**config.mk**
```make
export PLATFORM = sky130hd
export DESIGN_NAME = ro_freq_meter
export DESIGN_NICKNAME = d
export VERILOG_FILES = /design/src/rtl/ro_pkg.sv /design/src/rtl/ro_sync.sv /design/src/rtl/ro_freq_meter.sv
export SDC_FILE = /design/constraint.sdc
export NUM_CORES = 1
export LEC_CHECK = 0
export CAP_MARGIN = 0
export CORE_MARGIN = 2
export CORE_UTILIZATION = 30
export CTS_CLUSTER_SIZE = 12
export DETAILED_ROUTE_END_ITERATION = 10
export GPL_ROUTABILITY_DRIVEN = 0
export HOLD_SLACK_MARGIN = 0.06
export PLACE_DENSITY = 0.46
export SKIP_CTS_REPAIR_TIMING = 1
export SLEW_MARGIN = 15
export SYNTH_ARGS = -nofsm -noshare
export SYNTH_HDL_FRONTEND = slang
export SYNTH_SLANG_ARGS = --single-unit
```
**constraint.sdc**
```tcl
create_clock -name clk -period 4.2 [get_ports clk]
set_input_delay 0.84 -clock clk [delete_from_list [all_inputs] [get_ports clk]]
set_output_delay 0.84 -clock clk [all_outputs]
set_load 0.005 [all_outputs]
```
**src/rtl/ro_pkg.sv**
```systemverilog
// ro_pkg: shared types and constants for the ring-oscillator frequency meter.
//   ro_state_t    - measurement FSM states
//   SETTLE_CYCLES - cycles spent filling the synchroniser and edge detector
//                   before any edge is counted
package ro_pkg;

    typedef enum logic [1:0] {
        IDLE    = 2'd0,
        SETTLE  = 2'd1,
        MEASURE = 2'd2,
        DONE    = 2'd3
    } ro_state_t;

    localparam int SETTLE_CYCLES = 3;
    localparam int SETTLE_W      = $clog2(SETTLE_CYCLES);

endpackage

```
**src/rtl/ro_sync.sv**
```systemverilog
// ro_sync: two-flop synchroniser that brings the selected (asynchronous)
// oscillator output into the clk domain. Both flops reset to 0.
// Ports:
//   clk - system clock
//   rst - asynchronous active-high reset
//   d   - asynchronous input
//   q   - synchronised output, two cycles behind d
module ro_sync (
    input  logic clk,
    input  logic rst,
    input  logic d,
    output logic q
);

    logic meta_q, meta_d;
    logic sync_q, sync_d;

    always_comb begin
        meta_d = d;
        sync_d = meta_q;
    end

    always_ff @(posedge clk or posedge rst) begin
        if (rst) begin
            meta_q <= 1'b0;
            sync_q <= 1'b0;
        end else begin
            meta_q <= meta_d;
            sync_q <= sync_d;
        end
    end

    assign q = sync_q;

endmodule

```
**src/rtl/ro_freq_meter.sv**
```systemverilog
// ro_freq_meter: ring-oscillator bank controller and frequency counter.
// Enables one of NUM_CH oscillators, synchronises its output into clk and
// counts rising edges over a window of gate_cycles clk cycles.
// Optional feature macro: RO_FREQ_CONTINUOUS_EN adds the 'cont' input, which
// makes the meter re-measure back to back with the latched settings.
// Ports:
//   clk, rst     - clock, asynchronous active-high reset
//   start        - request a measurement (accepted in IDLE only)
//   ch_sel       - channel to measure, clamped to NUM_CH-1, latched on start
//   gate_cycles  - window length in clk cycles, latched on start
//   osc_in       - raw oscillator outputs (asynchronous)
//   cont         - (RO_FREQ_CONTINUOUS_EN only) keep measuring after DONE
//   osc_en       - one-hot oscillator enable, zero when not measuring
//   busy         - measurement in progress (SETTLE or MEASURE)
//   done         - one-cycle pulse, count/overflow valid
//   count        - edges counted in the last window (saturating)
//   overflow     - last window saturated the counter
module ro_freq_meter
    import ro_pkg::*;
#(
    parameter int  NUM_CH = 4,
    parameter int  CNT_W  = 16,
    parameter int  GATE_W = 16,
    localparam int CH_W   = $clog2(NUM_CH)
) (
    input  logic              clk,
    input  logic              rst,
    input  logic              start,
    input  logic [CH_W-1:0]   ch_sel,
    input  logic [GATE_W-1:0] gate_cycles,
    input  logic [NUM_CH-1:0] osc_in,
`ifdef RO_FREQ_CONTINUOUS_EN
    input  logic              cont,
`endif
    output logic [NUM_CH-1:0] osc_en,
    output logic              busy,
    output logic              done,
    output logic [CNT_W-1:0]  count,
    output logic              overflow
);

    function automatic logic [CH_W-1:0] clamp_ch(input logic [CH_W-1:0] sel);
        logic [31:0] wide;
        wide = 32'(sel);
        if (wide >= 32'(NUM_CH)) return CH_W'(NUM_CH - 1);
        return sel;
    endfunction

    // Returns {overflow, count} after an optional saturating increment.
    function automatic logic [CNT_W:0] sat_inc(input logic [CNT_W-1:0] c,
                                               input logic             ovf,
                                               input logic             hit);
        if (!hit) return {ovf, c};
        if (&c)   return {1'b1, c};
        return {ovf, c + CNT_W'(1)};
    endfunction

    // Control and output registers (reset)
    ro_state_t          state_q, state_d;
    logic               prev_q, prev_d;
    logic [CNT_W-1:0]   count_q, count_d;
    logic               overflow_q, overflow_d;

    // Data registers (loaded on start, no reset needed)
    logic [CH_W-1:0]    ch_q, ch_d;
    logic [GATE_W-1:0]  gate_q, gate_d;
    logic [GATE_W-1:0]  gate_cnt_q, gate_cnt_d;
    logic [SETTLE_W-1:0] settle_q, settle_d;
    logic [CNT_W-1:0]   cnt_q, cnt_d;
    logic               ovf_q, ovf_d;

    logic               chan_raw;
    logic               chan_sync;
    logic               rise;
    logic [CNT_W:0]     acc;

    // Stage 0: channel mux ahead of the synchroniser
    assign chan_raw = osc_in[ch_q];

    ro_sync u_sync (
        .clk (clk),
        .rst (rst),
        .d   (chan_raw),
        .q   (chan_sync)
    );

    // Stage 1: edge detect on the synchronised channel
    assign rise = chan_sync & ~prev_q;
    assign acc  = sat_inc(cnt_q, ovf_q, rise && (state_q == MEASURE));

    always_comb begin
        state_d    = state_q;
        prev_d     = chan_sync;
        count_d    = count_q;
        overflow_d = overflow_q;
        ch_d       = ch_q;
        gate_d     = gate_q;
        gate_cnt_d = gate_cnt_q;
        settle_d   = settle_q;
        cnt_d      = cnt_q;
        ovf_d      = ovf_q;

        unique case (state_q)
            IDLE: begin
                if (start) begin
                    ch_d     = clamp_ch(ch_sel);
                    gate_d   = gate_cycles;
                    cnt_d    = '0;
                    ovf_d    = 1'b0;
                    settle_d = '0;
                    state_d  = SETTLE;
                end
            end
            SETTLE: begin
                if (settle_q == SETTLE_W'(SETTLE_CYCLES - 1)) begin
                    gate_cnt_d = '0;
                    if (gate_q == '0) begin
                        // Empty window: result is the freshly cleared counter.
                        count_d    = cnt_q;
                        overflow_d = ovf_q;
                        state_d    = DONE;
                    end else begin
                        state_d = MEASURE;
                    end
                end else begin
                    settle_d = settle_q + SETTLE_W'(1);
                end
            end
            MEASURE: begin
                cnt_d      = acc[CNT_W-1:0];
                ovf_d      = acc[CNT_W];
                gate_cnt_d = gate_cnt_q + GATE_W'(1);
                if (gate_cnt_q == gate_q - GATE_W'(1)) begin
                    // Publish on entry to DONE so the result (including an
                    // edge in the last window cycle) is visible with done.
                    count_d    = acc[CNT_W-1:0];
                    overflow_d = acc[CNT_W];
                    state_d    = DONE;
                end
            end
            DONE: begin
                state_d = IDLE;
`ifdef RO_FREQ_CONTINUOUS_EN
                if (cont) begin
                    cnt_d    = '0;
                    ovf_d    = 1'b0;
                    settle_d = '0;
                    state_d  = SETTLE;
                end
`endif
            end
            default: state_d = IDLE;
        endcase
    end

    always_ff @(posedge clk or posedge rst) begin
        if (rst) begin
            state_q    <= IDLE;
            prev_q     <= 1'b0;
            count_q    <= '0;
            overflow_q <= 1'b0;
        end else begin
            state_q    <= state_d;
            prev_q     <= prev_d;
            count_q    <= count_d;
            overflow_q <= overflow_d;
        end
    end

    always_ff @(posedge clk) begin
        ch_q       <= ch_d;
        gate_q     <= gate_d;
        gate_cnt_q <= gate_cnt_d;
        settle_q   <= settle_d;
        cnt_q      <= cnt_d;
        ovf_q      <= ovf_d;
    end

    always_comb begin
        osc_en = '0;
        if (state_q == SETTLE || state_q == MEASURE) osc_en[ch_q] = 1'b1;
    end

    assign busy     = (state_q == SETTLE) || (state_q == MEASURE);
    assign done     = (state_q == DONE);
    assign count    = count_q;
    assign overflow = overflow_q;

endmodule
```
==> impl_metrics.prom <==
# TYPE chip_impl_metric gauge
chip_impl_metric{name="total_area_of_sequential_cells",unit="sq mm"} 0.00214
chip_impl_info{name="worstSetupStartpointType",value="flop"} 1
chip_impl_info{name="layout.cells.most_common_list",value="sky130_fd_sc_hd__edfxtp_1 (53), sky130_fd_sc_hd__clkdlybuf4s50_1 (47), sky130_fd_sc_hd__and2_1 (31), sky130_fd_sc_hd__xnor2_1 (27), sky130_fd_sc_hd__dfrtp_1 (22)"} 1
chip_impl_metric{name="drt-initial-drc-count",unit=""} 84
chip_impl_metric{name="number_of_flops_mapped_to_enable_cells_by_yosys",unit=""} 53
chip_impl_metric{name="maxSlewViolCount",unit=""} 0
chip_impl_metric{name="clk_pin_slew_worst_paths",unit="ns"} 0.06
chip_impl_metric{name="power_per_cell_area",unit="mW/mm^2"} 345
chip_impl_metric{name="wl_per_cell",unit="microns"} 14.6
chip_impl_info{name="tritoncts_clock_tree",value="done"} 1
chip_impl_metric{name="worst_ir_drop_vdd",unit="V"} 0.000245
chip_impl_info{name="cell_at_the_root_of_the_clock_tree",value="sky130_fd_sc_hd__clkbuf_16"} 1
chip_impl_metric{name="worstMarginPinSlew",unit="ns"} 0.865
chip_impl_metric{name="routed-via-count",unit=""} 2717
chip_impl_metric{name="die-area",unit="sq mm"} 0.0145
chip_impl_metric{name="layout_min_cycle_time",unit="ns"} 3.50
chip_impl_metric{name="post-route-drc-count",unit=""} 0
chip_impl_metric{name="antenna_left",unit=""} 0
chip_impl_info{name="setup_repair_after_global_routing_missed_its_margin",value="no"} 1
chip_impl_info{name="final_common_cell",value="sky130_fd_sc_hd__edfxtp_1"} 1
chip_impl_metric{name="num_rows",unit=""} 42
chip_impl_metric{name="clock-skew-final",unit="ns"} 0.0143
chip_impl_metric{name="leakage",unit="nW"} 1.93
chip_impl_metric{name="syn_avg_cell_area",unit="sq um"} 11.9
chip_impl_info{name="status",value="completed"} 1
chip_impl_metric{name="timing_hold_violations_final",unit=""} 0
chip_impl_metric{name="insertedDiodeCount",unit=""} 0
chip_impl_metric{name="critPathMaxFanout",unit=""} 17
chip_impl_metric{name="syn_area",unit="sq mm"} 0.00406
chip_impl_metric{name="cap_violations",unit=""} 0
chip_impl_metric{name="totalWireLength",unit="mm"} 8.38
chip_impl_metric{name="antenna_found_initial",unit=""} 0
chip_impl_metric{name="setup_slack_after_placement",unit="ns"} 0.641
chip_impl_metric{name="postLayoutSetupSlackWorst",unit="ns"} 0.704
chip_impl_metric{name="yosys_warnings",unit=""} 0
chip_impl_metric{name="cts_num_sinks",unit=""} 75
chip_impl_metric{name="place_hpwl",unit="mm"} 5.93
chip_impl_info{name="critPathCaptureType",value="flop"} 1
chip_impl_metric{name="finalSetupViolations",unit=""} 0
chip_impl_metric{name="syn_inst",unit=""} 341
chip_impl_metric{name="seq_area_frac_synth",unit="%"} 52.8
chip_impl_metric{name="critical_path_arrival",unit="ns"} 3.73
chip_impl_metric{name="gr-usage-all-layers",unit="%"} 12.3
chip_impl_metric{name="tritoncts.num_buffers",unit=""} 9
chip_impl_metric{name="floorplan_die_width",unit="microns"} 120
chip_impl_metric{name="syn_nets",unit=""} 375
chip_impl_metric{name="timing.fmax",unit="MHz"} 286
chip_impl_metric{name="drt_pre_antenna_iters",unit=""} 4
chip_impl_metric{name="global_route.overflow_total",unit=""} 0
chip_impl_metric{name="fill_cells",unit=""} 1310
chip_impl_metric{name="pin_count",unit=""} 48
chip_impl_metric{name="portBuffers",unit=""} 47
chip_impl_metric{name="h_tree_depth_reported_by_cts",unit=""} 3
chip_impl_info{name="critPathKind",value="reg -> reg"} 1
chip_impl_metric{name="cts-root-to-sink-buffers",unit=""} 2
chip_impl_metric{name="final_min_period_over_clock_period",unit="%"} 83.2
chip_impl_metric{name="vias_per_cell",unit=""} 4.75
chip_impl_metric{name="ys_types",unit=""} 51
chip_impl_metric{name="fin_nets",unit=""} 425
chip_impl_metric{name="grt_first_pass_wirelength",unit="mm"} 13.6
chip_impl_metric{name="vias_in_the_first_global_route",unit=""} 2778
chip_impl_metric{name="syn_to_final_growth",unit="%"} 23.1
chip_impl_metric{name="final.setup.tns",unit="ns"} 0
chip_impl_metric{name="worstSkewPairLatency",unit="ns"} 0.35
chip_impl_metric{name="drive_above_1_share",unit="%"} 11.6
chip_impl_metric{name="multiInputGateArea",unit="sq mm"} 0.00182
chip_impl_metric{name="synthArstFlopShare",unit="%"} 29.3
chip_impl_info{name="min-delay-path-class",value="reg -> reg"} 1
chip_impl_metric{name="ys_seq_elements",unit=""} 75
chip_impl_metric{name="worst_ep_required_time",unit="ns"} 4.43
chip_impl_info{name="most_used_dff_post_synth",value="sky130_fd_sc_hd__edfxtp_1"} 1
chip_impl_metric{name="core_area",unit="sq mm"} 0.0132
chip_impl_metric{name="max_slew_headroom",unit="%"} 41.9
chip_impl_metric{name="grt_max_degree",unit=""} 36
chip_impl_metric{name="initial_utilization",unit="%"} 30.6
chip_impl_metric{name="die_h",unit="microns"} 120
## cell type report
class	instances	area share [%]
repair buffers	49	9.72
well taps	176	4.41
multi-input cells	245	36.4
clock inverters	4	0.626
inverters	11	0.827
clock buffers	12	5.16
flip-flops and latches	75	42.9
## worst paths after layout
path                       cells after the start           from  slack [ns]         to
max reg2reg                                   10      gate_q[0]        0.70   count[8]
max in group asynchronous                      2            rst        2.70   u_sync.q
min reg2reg                                    0  u_sync.meta_q        0.36   u_sync.q
min                                            0  u_sync.meta_q        0.36   u_sync.q
max                                           10      gate_q[0]        0.70   count[8]
min in group asynchronous                      2            rst        0.97  count[15]
## power breakdown
group / total, mW / switching, mW / leakage (nW) / internal, mW
logic: 0.117 / 0.0534 / 0.928 / 0.0632
clock network: 0.751 / 0.310 / 0.139 / 0.441
registers: 0.855 / 0.0287 / 0.861 / 0.826
## synthesized netlist by cell type (2+ instances only)
cell type	n	share of area, %
sky130_fd_sc_hd__nor4b_1	2	0.43
sky130_fd_sc_hd__dfrtp_1	22	14
sky130_fd_sc_hd__a31oi_1	2	0.31
sky130_fd_sc_hd__mux2_2	13	3.6
sky130_fd_sc_hd__nor2b_1	4	0.62
sky130_fd_sc_hd__ha_1	9	2.8
sky130_fd_sc_hd__nand3_1	20	2.5
sky130_fd_sc_hd__mux2_4	10	3.7
sky130_fd_sc_hd__nor2_1	10	0.93
sky130_fd_sc_hd__o31ai_1	2	0.37
sky130_fd_sc_hd__a21oi_1	5	0.62
sky130_fd_sc_hd__or3_1	3	0.46
sky130_fd_sc_hd__nand2_1	21	1.9
sky130_fd_sc_hd__nand4_1	5	0.77
sky130_fd_sc_hd__or2_2	2	0.31
sky130_fd_sc_hd__xnor2_1	27	5.8
sky130_fd_sc_hd__inv_1	11	1.0
sky130_fd_sc_hd__o21ai_0	4	0.49
sky130_fd_sc_hd__nor4_1	5	0.77
sky130_fd_sc_hd__nand2b_1	4	0.62
sky130_fd_sc_hd__nor3_1	15	1.9
sky130_fd_sc_hd__clkbuf_1	7	0.65
sky130_fd_sc_hd__xor2_1	15	3.2
sky130_fd_sc_hd__nor3b_1	3	0.56
sky130_fd_sc_hd__and3_1	9	1.4
sky130_fd_sc_hd__or4_1	3	0.56
sky130_fd_sc_hd__edfxtp_1	53	39
sky130_fd_sc_hd__and3b_1	2	0.43
sky130_fd_sc_hd__and2_1	31	4.8
## registers in the layout, summed over array words and instances, names as in the netlist
register       flops
u_sync.q           1
ovf_q              1
ch_q               2
count             16
overflow           1
prev_q             1
settle_q           2
state_q            2
gate_q            16
cnt_q             16
gate_cnt_q        16
u_sync.meta_q      1
## cells by family after synthesis
group                    synth area share (%)
AO/OA/AOI/OAI                            5.00
flip-flops                               52.8
AND/OR/NAND/NOR                          19.8
XOR/XNOR                                 9.07
multiplexers                             8.11
adder cells (fa/ha/maj)                  2.78
buffers and inverters                    2.41
## worst max-delay path: stages (launching register included)
cell and delay [ns]:
sky130_fd_sc_hd__edfxtp_1 0.44, sky130_fd_sc_hd__inv_1 0.12, sky130_fd_sc_hd__ha_1 0.22, sky130_fd_sc_hd__nor4b_1 0.48, sky130_fd_sc_hd__nand2_1 0.14, sky130_fd_sc_hd__o311ai_0 0.38, sky130_fd_sc_hd__o22ai_1 0.20, sky130_fd_sc_hd__o41ai_2 0.49
sky130_fd_sc_hd__a21boi_4 0.23, sky130_fd_sc_hd__buf_4 0.29, sky130_fd_sc_hd__mux2_2 0.37
## per-layer routing
metal	global-route usage, %	wire length (microns)	up-vias
met4	5.89	193	0
li1	-	-	1343
met2	19.5	3930	46
met3	4.10	329	15
met5	0	0	-
met1	15.2	3920	1313
## metrics by stage
step / std cells / power [mW] / area, sq um / hold WS, ns / utilization, %
6_report: 572 / 1.72 / 4990 / 0.357 / 37.7
5_1_grt: 572 / 1.80 / 4990 / 0.383 / 37.7
4_1_cts: 572 / 1.76 / 4990 / 0.365 / 37.7
3_5_place_dp: 556 / 0.984 / 4700 / 0.342 / 35.5
3_3_place_gp: 556 / 0.983 / 4700 / 0.347 / 35.5
2_1_floorplan: 341 / 0.937 / 4060 / 0.331 / -
(Power assumes the default switching activity.)
